$ cat src/rtl/seven_seg_scan.sv
// rtl/seven_seg_scan.sv - four-digit multiplexed 7-segment scanner with frame snapshot and field blink
// Digits are latched once per frame and strobed onto a shared active-low bus with a per-slot guard gap.
module seven_seg_scan #(
  parameter int REFRESH_DIV = 100000,
  parameter int GUARD       = 2,
  parameter int BLINK_DIV   = 25000000
) (
  input  logic       clk,
  input  logic       RESET_N,
  input  logic       ADJ,
  input  logic       SEL,
  input  logic [3:0] d0,
  input  logic [3:0] d1,
  input  logic [3:0] d2,
  input  logic [3:0] d3,
  output logic [6:0] dispDigit,
  output logic [3:0] selector,
  output logic       frame_tick
);

  localparam int RW = (REFRESH_DIV > 1) ? $clog2(REFRESH_DIV) : 1;
  localparam int BW = (BLINK_DIV > 1) ? $clog2(BLINK_DIV) : 1;
  localparam logic [RW-1:0] REF_LAST   = RW'(REFRESH_DIV - 1);
  localparam logic [RW-1:0] GUARD_END  = RW'(GUARD);
  localparam logic [BW-1:0] BLINK_LAST = BW'(BLINK_DIV - 1);
  localparam logic [6:0]    SEG_OFF    = 7'b1111111;

  logic [RW-1:0] ref_cnt;
  logic [1:0]    slot;
  logic [3:0]    snap [4];
  logic [BW-1:0] blink_cnt;
  logic          blink_on;
  logic          ref_last;
  logic          frame_end;
  logic          in_field;
  logic          blank;
  logic [3:0]    sel_next;
  logic [6:0]    seg_next;

  function automatic logic [6:0] encode(input logic [3:0] v);
    case (v)
      4'd0:    encode = 7'b1000000;
      4'd1:    encode = 7'b1111001;
      4'd2:    encode = 7'b0100100;
      4'd3:    encode = 7'b0110000;
      4'd4:    encode = 7'b0011001;
      4'd5:    encode = 7'b0010010;
      4'd6:    encode = 7'b0000010;
      4'd7:    encode = 7'b1111000;
      4'd8:    encode = 7'b0000000;
      4'd9:    encode = 7'b0010000;
      default: encode = 7'b0111111;
    endcase
  endfunction

  assign ref_last  = (ref_cnt == REF_LAST);
  assign frame_end = ref_last && (slot == 2'd3);

  always_ff @(posedge clk or negedge RESET_N) begin
    if (!RESET_N) begin
      ref_cnt    <= '0;
      slot       <= 2'd0;
      frame_tick <= 1'b0;
    end else begin
      ref_cnt    <= ref_last ? '0 : ref_cnt + 1'b1;
      frame_tick <= frame_end;
      if (ref_last) slot <= slot + 2'd1;
    end
  end

  // Snapshot is taken on the last cycle of slot 3 so a whole frame shows one coherent time.
  always_ff @(posedge clk or negedge RESET_N) begin
    if (!RESET_N) begin
      snap[0] <= 4'd0;
      snap[1] <= 4'd0;
      snap[2] <= 4'd0;
      snap[3] <= 4'd0;
    end else if (frame_end) begin
      snap[0] <= d0;
      snap[1] <= d1;
      snap[2] <= d2;
      snap[3] <= d3;
    end
  end

  always_ff @(posedge clk or negedge RESET_N) begin
    if (!RESET_N) begin
      blink_cnt <= '0;
      blink_on  <= 1'b1;
    end else if (!ADJ) begin
      blink_cnt <= '0;
      blink_on  <= 1'b1;
    end else if (blink_cnt == BLINK_LAST) begin
      blink_cnt <= '0;
      blink_on  <= ~blink_on;
    end else begin
      blink_cnt <= blink_cnt + 1'b1;
    end
  end

  // ADJ/SEL are used live so a mode or field change shows on the very next update.
  always_comb begin
    in_field = SEL ? ~slot[1] : slot[1];
    blank    = ADJ && !blink_on && in_field;
    sel_next = 4'b1111;
    seg_next = SEG_OFF;
    if (ref_cnt >= GUARD_END) begin
      sel_next = ~(4'b0001 << slot);
      if (!blank) seg_next = encode(snap[slot]);
    end
  end

  always_ff @(posedge clk or negedge RESET_N) begin
    if (!RESET_N) begin
      selector  <= 4'b1111;
      dispDigit <= SEG_OFF;
    end else begin
      selector  <= sel_next;
      dispDigit <= seg_next;
    end
  end

endmodule

$ cat config.mk
export PLATFORM = sky130hd
export DESIGN_NAME = seven_seg_scan
export DESIGN_NICKNAME = d
export VERILOG_FILES = /design/src/rtl/seven_seg_scan.sv
export SDC_FILE = /design/constraint.sdc
export NUM_CORES = 1
export LEC_CHECK = 0
export BUFFER_PORTS_ARGS = -buffer_cell sky130_fd_sc_hd__buf_2
export CAP_MARGIN = 30
export CORE_ASPECT_RATIO = 0.5
export CORE_MARGIN = 2
export CORE_UTILIZATION = 50
export DETAILED_ROUTE_END_ITERATION = 6
export GPL_ROUTABILITY_DRIVEN = 0
export PLACE_DENSITY_LB_ADDON = 0.3
export SLEW_MARGIN = 25
export SYNTH_ARGS = -nofsm -noshare
export SYNTH_HDL_FRONTEND = slang
export SYNTH_SLANG_ARGS = --single-unit
export TNS_END_PERCENT = 1
$ cat constraint.sdc
create_clock -name clk -period 3.7 [get_ports clk]
set_input_delay 0.925 -clock clk [delete_from_list [all_inputs] [get_ports clk]]
set_output_delay 0.925 -clock clk [all_outputs]
set_load 0.02 [all_outputs]
==> results of run 1 <==
cell usage in the layout, fill, tap and decap left out, drive strengths merged, types with 15 or more instances in the layout:
cell	n
nor2	33
inv	15
a21oi	16
o21ai	16
xnor2	20
buf	33
dfrtp	61
nand3	15
mux2	18
nand2	23
kinds of logic (layout without fill, tap and decap cells):
logic type / Yosys count / count (layout) / share of synthesized area
and+or+nand+nor: 127 / 127 / 0.1934
DFF: 73 / 73 / 0.5131
AOI/OAI and AO/OA: 42 / 42 / 0.06623
xor gates and xnor gates: 26 / 26 / 0.06344
buffers and inverters: 25 / 64 / 0.03102
muxes: 22 / 22 / 0.09097
adders and majority gates: 12 / 12 / 0.04183
power groups by stage:
stage | clock (mW) | combinational [mW] | sequential [mW]
2_1_floorplan | 0 | 0.0392 | 0.851
3_3_place_gp | 0 | 0.0870 | 0.843
3_5_place_dp | 0 | 0.0902 | 0.845
4_1_cts | 1.06 | 0.0910 | 0.831
5_1_grt | 1.10 | 0.101 | 0.833
6_report | 1.04 | 0.0890 | 0.831
final cells by class:
cell class	instances	area share
Sequential cell	73	0.4394
Multi-Input combinational cell	229	0.3904
Clock buffer	10	0.05463
Timing Repair Buffer	33	0.04358
Clock inverter	6	0.03104
Tap cell	92	0.02746
Inverter	15	0.01343
worst max-delay path: stages (launching register included):
cell and delay, ns:
dfrtp_1 0.44, or4b_4 0.55, nor4_4 0.71, nand2_4 0.31, mux2_4 0.37
metal layers:
| layer | vias up | share of wire | global-route usage |
|---|---|---|---|
| li1 | 1224 | - | - |
| met1 | 1240 | 0.43 | 0.2481 |
| met2 | 54 | 0.50 | 0.3365 |
| met3 | 9 | 0.053 | 0.07589 |
| met4 | 0 | 0.013 | 0.05398 |
| met5 | - | 0 | 0 |
worst paths after layout:
check	cells after the start	start	slack, ns	end
setup / recovery	4	ref_cnt[5]	1.19	snap[5]
hold / removal	1	blink_cnt[0]	0.50	blink_cnt[0]
setup reg to reg	4	ref_cnt[5]	1.19	snap[5]
hold reg to reg	1	blink_cnt[0]	0.50	blink_cnt[0]
max in group asynchronous	2	RESET_N	2.38	dispDigit[4]
min in group asynchronous	1	RESET_N	0.60	ref_cnt[10]
through the flow:
| step | worst slack (ns) | cells | power (mW) | cell area, um^2 | hold WS [ns] |
|---|---|---|---|---|---|
| floorplan | 1.644 | 327 | 0.8906 | 3590 | 0.4549 |
| global placement | 1.266 | 442 | 0.9302 | 3832 | 0.4727 |
| detailed placement | 1.201 | 442 | 0.9350 | 3832 | 0.4949 |
| CTS | 1.174 | 458 | 1.978 | 4192 | 0.5060 |
| global route | 1.062 | 458 | 2.039 | 4192 | 0.5279 |
| finish | 1.194 | 458 | 1.958 | 4192 | 0.5004 |
sequential cells by signal, indices dropped and copies added, names as in the netlist:
| register | cells |
|---|---|
| snap | 16 |
| blink_cnt | 25 |
| blink_on | 1 |
| frame_tick | 1 |
| slot | 2 |
| dispDigit | 7 |
| ref_cnt | 17 |
| selector | 4 |
==> summary.txt, run 1 <==
GRT
  • Initial antenna violation count: 0
  • Overflow after GRT: 0
  • Pin count of the biggest net entering global routing: 48
  • Vias in the first global route: 2587
  • GRT Overall Usage: 0.2020
  • Global-route wire length before repair: 12.16 mm

Synthesis
  • Post-synthesis sequential area ratio: 0.5131
  • Syn_area_per_cell: 10.98 um^2
  • Asr flop ratio synth: 1.000
  • Synth top area cells: dfrtp_1 (43%), dfstp_2 (8.8%), xnor2_1 (4.9%)
  • Post-synth net total: 359
  • Yosys Warn Count: 0
  • Yosys top cell by area: dfrtp_1
  • Post-Syn Area: 3590 um^2
  • Commonest cells post-synth: dfrtp_1 (61), nor2_1 (33), nand2_1 (22)
  • Syn Inst Count: 327
  • Synth top area share: 0.4252
  • Post-synth EDFFs: 0
  • Most frequent cell after synthesis: dfrtp_1
  • Seq cells post-synth: 73
  • Ys flop type: dfrtp_1
  • Number of distinct library cells after synthesis: between 40 and 50

Die
  • Die Y: ~64 um
  • DIE WIDTH: around 120 um
  • I/O Pins: 32
  • Row cnt: 21
  • Core area: 6805 um^2
  • Overall die area: 7915 um^2
  • Initial Util: 0.5275

Hold path
  • Class of the worst hold path: register to register

Timing
  • Final Cycle Share: 0.6772
  • Setup violators final: 0
  • TNS Setup: 0 ns
  • Clock Skews: 0.006791 ns
  • Max Slew Vio Count: 0
  • Fmax: 0.3991 GHz
  • Slew Limit Headroom: 0.4849
  • Tmin final: 2.506 ns
  • Worst-margin pin slew: 0.7670 ns
  • Final hold vios: 0
  • RSZ-0062 raised after global routing: false

Layout
  • Register area: 1842 um^2
  • Area of the multi-input gates: 1637 um^2
  • Area growth, synth to finish: 16.77%
  • Antenna cell count: 0
  • Fillers: 535
  • Final core utilization: 0.6159
  • Final Net Count: 393
  • Share of layout cells above drive strength 1: 0.2432

Route
  • Routed wire length: 6.846 mm
  • Routed Antenna Nets: 0
  • 1st-pass router iterations: 4
  • Wire per inst: 14.95 um
  • Vias: 2527
  • Initial DRC Count: roughly 200
  • Via density: 5.517
  • DRC viols: 0

Power
  • Sequential share of power: 0.425
  • Gate power share: 0.045
  • Net Sw Frac: 0.1916
  • Pleak: between 1.5 and 2 nW
  • Cell-internal power: roughly 1.6 mW
  • Clock share of power: 0.530
  • Cell Pwr Density: 467.2 nW/um^2
  • Peak VDD IR: 0.0003350 V
  • Sw Pwr: roughly 0.38 mW

Clocking
  • CTS tree: built
  • Clk_lat worst skew: between 0.3 and 0.4 ns
  • Hold-fix buffers, CTS: 0
  • Clock Tree Root: clkbuf_16
  • CTS Buf Count: 9
  • Postcts setup bufs: 0
  • H-tree levels: 3
  • Clk slew on worst S/H paths: 0.05 ns
  • CTS Sinks: 73
  • CTS-repair resized insts: 0
  • CTS Buffer Depth: 2

Setup path
  • CP max FO: 17
  • Crit path kind: register to register
  • Setup crit end kind: register
  • Worst setup SP type: register
  • CP arrival: 2.72 ns
  • Critical Path RT: 3.91 ns

Outcome
  • Status: finished, final reports clean

Place
  • Number of port buffers: 31
  • Hpwl dp: 4.722 mm

Job
  • Maxcap violations: 0
No activity file was read; power rests on OpenSTA's default activity.
==> run 2: changes to the inputs <==
--- a/config.mk
+++ b/config.mk
@@ -5,6 +5,7 @@
 export SDC_FILE = /design/constraint.sdc
 export NUM_CORES = 1
 export LEC_CHECK = 0
+export ABC_AREA = 1
 export BUFFER_PORTS_ARGS = -buffer_cell sky130_fd_sc_hd__buf_2
 export CAP_MARGIN = 30
 export CORE_ASPECT_RATIO = 0.5
==> constraint.sdc (replaced) <==
create_clock -name clk -period 2.5 [get_ports clk]
set_input_delay 0.625 -clock clk [delete_from_list [all_inputs] [get_ports clk]]
set_output_delay 0.625 -clock clk [all_outputs]
set_load 0.02 [all_outputs]
==> run 2 against run 1 <==
  * Combinational power is 39% lower
  * Sequential power is 43% higher
  * Critical path depth is 4 higher
  * Register-to-register slack worse by 0.62 ns
  * Flip-flop and latch count stayed put
  * Setup slack worse by 0.62 ns
  * Routed wire length is 23% higher
  * Largest power group unchanged
  * Highest routed layer unchanged
==> summary.txt, run 2 <==
Setup path
  • Worst r2r src: blink_cnt[0]
  • Crit-path slowest cell: nand2_1
  • FF-to-FF End: blink_cnt[18]
  • Critical Path RT: 2.70 ns (-1.21 ns)
  • Reg-to-reg setup timing slack: 0.58 ns (-0.62 ns)
  • Crit path cell chain: ha_1 > nand2_1 > nor2_1 > nand3b_1 > nor2_1 > nand2_1 > nand2_1 > nor2_1
  • Worst setup SP type: register
  • Crit path kind: register to register
  • CP max stage delay: 0.40 ns (-0.31 ns)
  • CP max FO: 12 (-5)
  • Setup crit end kind: register
  • Worst Reg2Reg Path Length in Cells: 8 (+4)
  • CP arrival: 2.12 ns (-0.60 ns)

Layout
  • Largest regs: blink_cnt x25, ref_cnt x17, snap x16
  • Final core utilization: 0.6106 (-0.005366)
  • Fillers: 664 (+24%)
  • Final Net Count: 603 (+53%)
  • Most frequent cells in the layout: nand2_1 (163), nor2_1 (93), dfrtp_1 (61)
  • Design area: 4588 um^2 (+9.5%)
  • Most common cell after layout, fill and taps aside: nand2_1
  • Share of layout cells above drive strength 1: 0.1181 (-0.1251)
  • Antenna cell count: 0 (unchanged)
  • Area growth, synth to finish: 15.42%
  • Max FFs per register: 25 (unchanged)
  • Non-filler cells, final: 684 (+49%)
  • Most flops, register: blink_cnt

Power
  • Sw Pwr: 0.5093 mW (+36%)
  • Gate power share: 0.021 (-0.024)
  • Net Sw Frac: 0.1927 (+0.001098)
  • Cell Pwr Density: 576.0 nW/um^2 (+23%)
  • Cell-internal power: 2.133 mW (+35%)
  • Sequential share of power: 0.450 (+0.025)
  • Clock share of power: 0.529 (about the same)
  • Peak VDD IR: 0.0003857 V (+15%)
  • Pwr Total: 2.643 mW (+35%)
  • Pleak: 2.176 nW (+22%)

Die
  • I/O Pins: 32 (unchanged)
  • DIE WIDTH: 130.1 um (+5.1%)
  • Initial Util: 0.5290 (+0.001484)
  • Core area: 7515 um^2 (+10%)
  • Overall die area: 8723 um^2 (+10%)
  • Die Y: 67.05 um (+4.9%)
  • Row cnt: 22 (+4.8%)

Synthesis
  • Asr flop ratio synth: 1.000 (unchanged)
  • Post-synth EDFFs: 0 (unchanged)
  • Synth top area share: 0.3840 (-0.04123)
  • Syn Inst Count: 533 (+63%)
  • Ys flop type: dfrtp_1
  • Commonest cells post-synth: nand2_1 (163), nor2_1 (93), dfrtp_1 (61)
  • Syn_area_per_cell: 7.458 um^2 (-32%)
  • Yosys top cell by area: dfrtp_1
  • Synth top area cells: dfrtp_1 (38%), nand2_1 (15%), nor2_1 (8.8%)
  • Post-Syn Area: 3975 um^2 (+11%)
  • Post-synth net total: 565 (+57%)
  • Most frequent cell after synthesis: nand2_1
  • Yosys Warn Count: 0 (unchanged)
  • Seq cells post-synth: 73 (unchanged)
  • Number of distinct library cells after synthesis: 32 (-22%)
  • Post-synthesis sequential area ratio: 0.4633 (-0.04974)

Clocking
  • CTS-repair resized insts: 0 (unchanged)
  • Hold-fix buffers, CTS: 0 (unchanged)
  • Clock Tree Root: clkbuf_16
  • H-tree levels: 3 (unchanged)
  • CTS tree: built
  • CTS Buffer Depth: 2 (unchanged)
  • Clk_lat worst skew: 0.33 ns (about the same)
  • Clk slew on worst S/H paths: 0.05 ns (about the same)
  • Postcts setup bufs: 0 (unchanged)
  • CTS Sinks: 73 (unchanged)
  • CTS Buf Count: 9 (unchanged)

Route
  • Routed wire length: 8.416 mm (+23%)
  • Vias: 3364 (+33%)
  • DRC viols: 0 (unchanged)
  • Via density: 4.918 (-11%)
  • Wire per inst: 12.30 um (-18%)
  • Routed Antenna Nets: 0 (unchanged)
  • Met1 wire length: 4.060 mm (+37%)
  • Initial DRC Count: 236 (+17%)
  • Met3 wire len: 375 um (+3.3%)
  • Met2 Wirelength: 3.879 mm (+13%)
  • 1st-pass router iterations: 5 (+1)
  • Top layer in use: met4

Place
  • Place WS: 0.5711 ns (-0.6299 ns)
  • Post-DP Area: 4264 um^2 (+11%)
  • Number of port buffers: 31 (unchanged)
  • Hpwl dp: 5.973 mm (+26%)
  • Placed insts: 668 (+51%)

Timing
  • Fmax: 0.5206 GHz (+30%)
  • Final Cycle Share: 0.7683 (+0.09110)
  • TNS Setup: 0 ns (unchanged)
  • Worst-margin pin slew: 0.4754 ns (-0.2915 ns)
  • Final hold vios: 0 (unchanged)
  • Clock Skews: 0.006905 ns (+0.0001137 ns)
  • Setup violators final: 0 (unchanged)
  • Max Slew Vio Count: 0 (unchanged)
  • Hold_ws: 0.2798 ns (-0.2205 ns)
  • Tmin final: 1.921 ns (-0.5849 ns)
  • RSZ-0062 raised after global routing: false
  • Final WS setup: 0.5793 ns (-0.6151 ns)
  • Slew Limit Headroom: 0.6830 (+0.1982)

Hold path
  • Class of the worst hold path: input pin to async pin

GRT
  • Global-route wire length before repair: 14.11 mm (+16%)
  • Pin count of the biggest net entering global routing: 74 (+54%)
  • Overflow after GRT: 0 (unchanged)
  • Vias in the first global route: 3116 (+20%)
  • Initial antenna violation count: 0 (unchanged)
  • GRT Overall Usage: 0.2141 (+0.01206)

Job
  • Maxcap violations: 0 (unchanged)

Outcome
  • Status: finished, final reports clean
==> run 2: cell count changes in the layout (fill, tap and decap cells not counted), sizes merged, moves of 8 or more <==
cell	change
inv	+46
nand4	+11
or4	-11
nand3	+31
xnor2	-15
nor2	+61
a21oi	-9
o21ai	-8
mux2	-18
or3	-12
nand2	+142
==> run 2: worst max-delay path by stage <==
stage	start	endpoint	slack (ns)
after floorplan	ref_cnt[0]	snap[10]	0.91
after global placement	ref_cnt[0]	snap[0]	0.67
after detailed placement	blink_cnt[0]	blink_cnt[18]	0.57
after CTS	blink_cnt[0]	blink_cnt[18]	0.54
after global routing	blink_cnt[0]	blink_cnt[18]	0.40
final	blink_cnt[0]	blink_cnt[18]	0.58
==> run 2: area by class of cell <==
cell class,count,area (um^2),share of cell area
clock inverter,2,60.06,0.01309
timing repair buffer,35,197.7,0.04309
tap,108,135.1,0.02945
inverter,63,237.7,0.05181
sequential,73,1842,0.4014
clock buffer,14,264.0,0.05754
multi-input combinational,389,1852,0.4036
==> run 2: critical path: cells and delay by family, from the launching register on <==
family        cells  cell delay (ns)
fa+ha+maj         1             0.18
flops             1             0.37
simple gates      7             1.23
==> run 2: kinds of logic (layout without fill, tap and decap cells) <==
family / Yosys count / after routing / share of synthesized area
DFF: 73 / 73 / 0.4633
buffers and inverters: 71 / 114 / 0.07082
xor gates and xnor gates: 16 / 16 / 0.03525
and+or+nand+nor: 343 / 343 / 0.3683
adders and majority gates: 12 / 12 / 0.03777
AOI/OAI and AO/OA: 18 / 18 / 0.02455
==> run 2: routing by layer <==
layer | GRT usage | up-vias
li1 | - | 1758
met1 | 0.2764 | 1526
met2 | 0.3436 | 70
met3 | 0.07470 | 10
met4 | 0.06048 | 0
met5 | 0 | -
==> run 2: power by group through the flow <==
stage | combinational [mW] | clock [mW] | sequential [mW]
floorplan | 0.0111 | 0 | 1.21
global placement | 0.0579 | 0 | 1.21
detailed placement | 0.0579 | 0 | 1.21
CTS | 0.0579 | 1.42 | 1.19
global route | 0.0645 | 1.47 | 1.19
finish | 0.0547 | 1.40 | 1.19
